**config.mk**
```make
export PLATFORM = sky130hd
export DESIGN_NAME = logmag_pixel_flat
export DESIGN_NICKNAME = d
export VERILOG_FILES = /design/src/rtl/logmag_pixel_if.sv /design/src/rtl/logmag_pixel.sv /design/src/flat_wrapper.sv
export SDC_FILE = /design/constraint.sdc
export NUM_CORES = 2
export LEC_CHECK = 0
export BUFFER_PORTS_ARGS = -buffer_cell sky130_fd_sc_hd__buf_2
export CAP_MARGIN = 10
export CELL_PAD_IN_SITES_DETAIL_PLACEMENT = 1
export CELL_PAD_IN_SITES_GLOBAL_PLACEMENT = 1
export CORE_ASPECT_RATIO = 0.7
export CORE_UTILIZATION = 56
export CTS_BUF_LIST = sky130_fd_sc_hd__clkbuf_4
export DETAILED_ROUTE_END_ITERATION = 10
export GPL_ROUTABILITY_DRIVEN = 0
export PLACE_DENSITY = 0.93
export SLEW_MARGIN = 30
export SYNTH_ARGS = -nofsm -noshare
export SYNTH_HDL_FRONTEND = slang
export SYNTH_SLANG_ARGS = --single-unit
```
**constraint.sdc**
```tcl
create_clock -name i_clk -period 11.56 [get_ports i_clk]
set_clock_uncertainty 0.1 [all_clocks]
set_input_delay 2.312 -clock i_clk [delete_from_list [all_inputs] [get_ports i_clk]]
set_output_delay 2.312 -clock i_clk [all_outputs]
set_load 0.05 [all_outputs]
```
**src/rtl/logmag_pixel_if.sv**
```systemverilog
// Stream bundle for the log-magnitude stage: complex bins in, 8-bit pixel codes out.
// The slave modport is the block's view; the master modport is the producer/consumer side.
interface logmag_pixel_if #(
  parameter int IW = 16
);
  logic                 i_valid;
  logic                 o_ready;
  logic signed [IW-1:0] i_real;
  logic signed [IW-1:0] i_imag;
  logic                 i_last;
  logic                 o_valid;
  logic                 i_ready;
  logic [7:0]           o_pixel;
  logic                 o_last;
  logic                 o_frame_err;

  modport slave (
    input  i_valid, i_real, i_imag, i_last, i_ready,
    output o_ready, o_valid, o_pixel, o_last, o_frame_err
  );

  modport master (
    output i_valid, i_real, i_imag, i_last, i_ready,
    input  o_ready, o_valid, o_pixel, o_last, o_frame_err
  );
endinterface

```
**src/rtl/logmag_pixel.sv**
```systemverilog
// Complex FFT bin -> 8-bit log-magnitude pixel: square, sum, leading-one log, offset/gain clip.
// Four lockstep stages advance on a single enable; a bin counter checks frame length at input.
module logmag_pixel #(
  parameter int IW     = 16,
  parameter int OFFSET = 0,
  parameter int LGGAIN = 0,
  parameter int LGFFT  = 10
) (
  input  logic          i_clk,
  input  logic          i_reset_n,
  logmag_pixel_if.slave s
);
  localparam int              MW       = 2 * IW;
  localparam logic [7:0]      OFS      = 8'(OFFSET);
  localparam logic [LGFFT-1:0] LAST_BIN = '1;

  logic                  w_ce;
  logic                  w_accept;
  logic signed [IW-1:0]  w_re;
  logic signed [IW-1:0]  w_im;
  logic signed [MW-1:0]  w_re_sq;
  logic signed [MW-1:0]  w_im_sq;
  logic [4:0]            w_e;
  logic [2:0]            w_frac;
  logic [7:0]            w_lcode;
  logic [7:0]            w_diff;
  logic [10:0]           w_shift;
  logic [7:0]            w_pixel;
  logic                  w_bin_full;
  logic                  w_len_err;

  logic [3:0]            r_vld;
  logic [3:0]            r_lst;
  logic [MW-1:0]         r_re_sq;
  logic [MW-1:0]         r_im_sq;
  logic [MW-1:0]         r_mag2;
  logic [7:0]            r_lcode;
  logic [7:0]            r_pixel;
  logic [LGFFT-1:0]      r_bin;
  logic                  r_frame_err;

  // Whole pipe stalls only when the output register is full and not being taken.
  assign w_ce     = !r_vld[3] || s.i_ready;
  assign w_accept = s.i_valid && w_ce;

  assign w_re    = s.i_real;
  assign w_im    = s.i_imag;
  assign w_re_sq = w_re * w_re;
  assign w_im_sq = w_im * w_im;

  // Exponent is the top set bit; the mantissa is the next three bits, left-aligned when e < 3.
  always_comb begin
    w_e = 5'd0;
    for (int i = 0; i < MW; i++) begin
      if (r_mag2[i]) begin
        w_e = 5'(i);
      end
    end
    if (w_e >= 5'd3) begin
      w_frac = 3'(r_mag2 >> (w_e - 5'd3));
    end else begin
      w_frac = 3'(r_mag2 << (5'd3 - w_e));
    end
    w_lcode = (r_mag2 == '0) ? 8'd0 : {w_e, w_frac};
  end

  assign w_diff  = (r_lcode > OFS) ? (r_lcode - OFS) : 8'd0;
  assign w_shift = {3'b000, w_diff} << LGGAIN;
  assign w_pixel = (|w_shift[10:8]) ? 8'hFF : w_shift[7:0];

  always_ff @(posedge i_clk or negedge i_reset_n) begin
    if (!i_reset_n) begin
      r_vld   <= '0;
      r_lst   <= '0;
      r_re_sq <= '0;
      r_im_sq <= '0;
      r_mag2  <= '0;
      r_lcode <= '0;
      r_pixel <= '0;
    end else if (w_ce) begin
      r_vld   <= {r_vld[2:0], s.i_valid};
      r_lst   <= {r_lst[2:0], s.i_valid && s.i_last};
      r_re_sq <= $unsigned(w_re_sq);
      r_im_sq <= $unsigned(w_im_sq);
      r_mag2  <= r_re_sq + r_im_sq;
      r_lcode <= w_lcode;
      r_pixel <= w_pixel;
    end
  end

  // Length error: a last that arrives early, or a full frame that arrives without last.
  assign w_bin_full = (r_bin == LAST_BIN);
  assign w_len_err  = s.i_last ? !w_bin_full : w_bin_full;

  always_ff @(posedge i_clk or negedge i_reset_n) begin
    if (!i_reset_n) begin
      r_bin       <= '0;
      r_frame_err <= 1'b0;
    end else begin
      r_frame_err <= w_accept && w_len_err;
      if (w_accept) begin
        r_bin <= s.i_last ? '0 : r_bin + 1'b1;
      end
    end
  end

  assign s.o_ready     = w_ce;
  assign s.o_valid     = r_vld[3];
  assign s.o_last      = r_lst[3];
  assign s.o_pixel     = r_pixel;
  assign s.o_frame_err = r_frame_err;
endmodule

```
**src/flat_wrapper.sv**
```systemverilog
// flat-port wrapper written by rule: the top's interface ports become plain ports
module logmag_pixel_flat 
#(
  parameter int IW     = 16,
  parameter int OFFSET = 0,
  parameter int LGGAIN = 0,
  parameter int LGFFT  = 10
)
  (i_clk, i_reset_n, s_i_valid, s_i_real, s_i_imag, s_i_last, s_i_ready, s_o_ready, s_o_valid, s_o_pixel, s_o_last, s_o_frame_err);
  logmag_pixel_if #(.IW(IW)) s_i ();
  input  logic i_clk;
  input  logic i_reset_n;
  input wire logic [$bits(s_i.i_valid)-1:0] s_i_valid;
  input wire logic [$bits(s_i.i_real)-1:0] s_i_real;
  input wire logic [$bits(s_i.i_imag)-1:0] s_i_imag;
  input wire logic [$bits(s_i.i_last)-1:0] s_i_last;
  input wire logic [$bits(s_i.i_ready)-1:0] s_i_ready;
  output wire logic [$bits(s_i.o_ready)-1:0] s_o_ready;
  output wire logic [$bits(s_i.o_valid)-1:0] s_o_valid;
  output wire logic [$bits(s_i.o_pixel)-1:0] s_o_pixel;
  output wire logic [$bits(s_i.o_last)-1:0] s_o_last;
  output wire logic [$bits(s_i.o_frame_err)-1:0] s_o_frame_err;
  assign s_i.i_valid = s_i_valid;
  assign s_i.i_real = s_i_real;
  assign s_i.i_imag = s_i_imag;
  assign s_i.i_last = s_i_last;
  assign s_i.i_ready = s_i_ready;
  assign s_o_ready = s_i.o_ready;
  assign s_o_valid = s_i.o_valid;
  assign s_o_pixel = s_i.o_pixel;
  assign s_o_last = s_i.o_last;
  assign s_o_frame_err = s_i.o_frame_err;
  logmag_pixel #(.IW(IW), .OFFSET(OFFSET), .LGGAIN(LGGAIN), .LGFFT(LGFFT)) u_core (.i_clk(i_clk), .i_reset_n(i_reset_n), .s(s_i));
endmodule
```
==> metrics.yaml <==
ys_ff_latch: 129
yosysTopAreaCell: "fa_1"
stdcell_area_um2: 26000
dr_total_vias: 20900
multi_input_area_um2: 19000
hp-class: "flop to flop"
die_y_um: 179
antenna_found_initial: 1
fin_util: 0.592
drt_iter0_drc: 2140
hold_viol_final: 0
netlist.area_leader.share: 0.385
period_minus_slack_ns: 9.16
ys_warn_count: 0
grt_max_degree: 78
cts_tree: "yes"
fmax_ghz: 0.109
drt_pre_antenna_iters: 6
groute.usage.overall: 0.398
synth_area_um2: 25000
clockBufferDepth: 2
grt_pass1_vias: 24500
synth.distinct_cells: 79
setup_ws_ns: 2.40
cts_made_buffers: 17
yosysMostFrequentCell: "inv_1"
insertion_delay_ns: 0.64
path_class: "input port to flop"
core-area_um2: 43900
io_pins: 49
globalRouteOverflowTotal: 0
drv_cap: 0
place_ws_ns: 2.11
synthFlopType: "dfrtp_1"
clock_sinks: 129
clkTransAtPathRegs_ns: 0.12
syn_to_final_growth_pct: 4.03
synth-edff-count: 0
syn-num-nets: 3456
initial_core_util: 0.569
min_period_over_period: 0.792
io_buffers: 48
synth-seq-area-share: 0.129
num-fill-cells: 5080
path_max_fanout: 19
synthTopCellsByCount: "635 x inv_1, 480 x fa_1, 316 x nand2_1"
outcome: "finished, final reports clean"
die_area_um2: 45500
nNetsFinal: 3445
die_w_um: 254
dp_hpwl_mm: 64.0
cts_root_buf: "clkbuf_4"
critPathCaptureType: "flop"
drive_above_1_share: 0.0467
rows: 64
wirelength_mm: 85.7
maxSlewViolCount: 0
setup_viol_count_final: 0
remaining_drc_errors: 0
cts_hold_buf: 0
fin_setup_tns_ns: 0
ctsResizeCount: 0
ys_async_sr_fraction: 1.00
vias_per_cell: 6.27
htree_levels: 4
critPathRequiredTime_ns: 11.96
cp.arrival_ns: 9.56
syn_area_per_cell_um2: 9.13
ant_nets: 0
rsz0062_at_grt: "no"
netlist_instances: 2738
yosys-top-cells-area: "fa_1 38%, dfrtp_1 13%, ha_1 10%, inv_1 9.5%, nand2_1 4.7%"
wl_per_cell_um: 25.7
crit_path_start_kind: "input port"
cts_setup_buffers: 0
relSlewSlack: 0.358
grt_pass1_wl_mm: 136
place_area_um2: 25700
tightest_slew_ns: 0.964
register_area_um2: 3230
[final timing paths]
path | from | to | slack [ns] | cells after the start
setup / recovery | s_i_imag[5] | u_core.r_im_sq[31] | 2.40 | 22
hold / removal | u_core.r_vld[2] | u_core.r_vld[3] | 0.38 | 1
setup reg to reg | u_core.r_mag2[11] | u_core.r_lcode[1] | 6.52 | 17
hold reg to reg | u_core.r_vld[2] | u_core.r_vld[3] | 0.38 | 1
max in group asynchronous | i_reset_n | u_core.r_im_sq[28] | 8.47 | 2
min in group asynchronous | i_reset_n | u_core.s.o_pixel[1] | 1.55 | 1
[registers in the layout (all words and copies together) (netlist names)]
register / cells
u_core.r_mag2: 32
u_core.r_vld: 4
u_core.r_lcode: 8
u_core.r_im_sq: 31
u_core.r_bin: 10
u_core.r_lst: 4
u_core.r_re_sq: 31
u_core.s.o_frame_err: 1
u_core.s.o_pixel: 8
[layout by cell type, fill, tap and decap left out, types with 6 or more instances in the layout]
cell type,count
buf_4,7
and2_1,95
o21bai_1,9
nand4_1,7
nor4_1,8
o31ai_1,16
a21o_1,27
nand2b_1,25
nor2b_1,15
buf_2,47
or4_1,8
or3_1,8
nand3_1,23
xnor2_1,45
a21oi_1,95
or2_2,9
inv_1,635
and3_1,11
nor3_1,29
a31oi_1,14
xor2_1,53
clkbuf_4,17
mux2i_1,20
dfrtp_1,129
fa_1,480
o21ai_0,94
nor2_1,146
a211oi_1,20
o21a_1,19
o211ai_1,6
nand2_1,316
ha_1,200
[metrics by stage]
step,hold WS [ns],cells
final,0.377,3335
after global routing,0.406,3335
after global placement,0.344,3302
after floorplan,0.330,2738
after detailed placement,0.355,3302
after CTS,0.382,3334
[worst max-delay path, cell delays in order]
cell and delay (ns):
buf_2 0.33, nand2_1 0.17, fa_1 0.70, fa_1 0.78
inv_1 0.13, fa_1 0.53, inv_1 0.06, fa_1 0.46
fa_1 0.40, inv_1 0.13, fa_1 0.47, ha_1 0.47
o211a_1 0.19, o21ai_0 0.15, nor4_1 0.64, nor3_1 0.21
o31ai_1 0.52, a31oi_1 0.21, o21bai_1 0.26, a21oi_1 0.12
mux2i_1 0.17, nand4_1 0.10
[area by class of cell]
class | count | area share
multi-input combinational | 1884 | 0.732
antenna | 1 | 0.0000963
clock inverter | 15 | 0.00606
sequential | 129 | 0.124
tap | 594 | 0.0286
timing repair buffer | 55 | 0.0115
clock buffer | 17 | 0.00491
inverter | 640 | 0.0925
[routing by layer]
metal,GRT usage,up-vias,routed length [µm]
li1,-,8383,-
met1,0.448,10600,29700
met2,0.671,1366,42200
met3,0.0949,578,7170
met4,0.280,0,6540
met5,0.00440,-,0
[kinds of logic (layout without fill, tap and decap cells)]
| logic type | after synthesis | in the layout | share of synthesized area |
|---|---|---|---|
| buf+inv | 725 | 727 | 0.111 |
| simple gates | 713 | 713 | 0.131 |
| fa+ha+maj | 681 | 681 | 0.485 |
| compound gates | 357 | 357 | 0.0908 |
| flops | 129 | 129 | 0.129 |
| xor+xnor | 101 | 101 | 0.0365 |
| mux | 32 | 32 | 0.0170 |
| other cells | 0 | 1 | 0 |
Power is not shown: default switching activity piles up to over one toggle a cycle in this logic, so the estimate is an artifact.
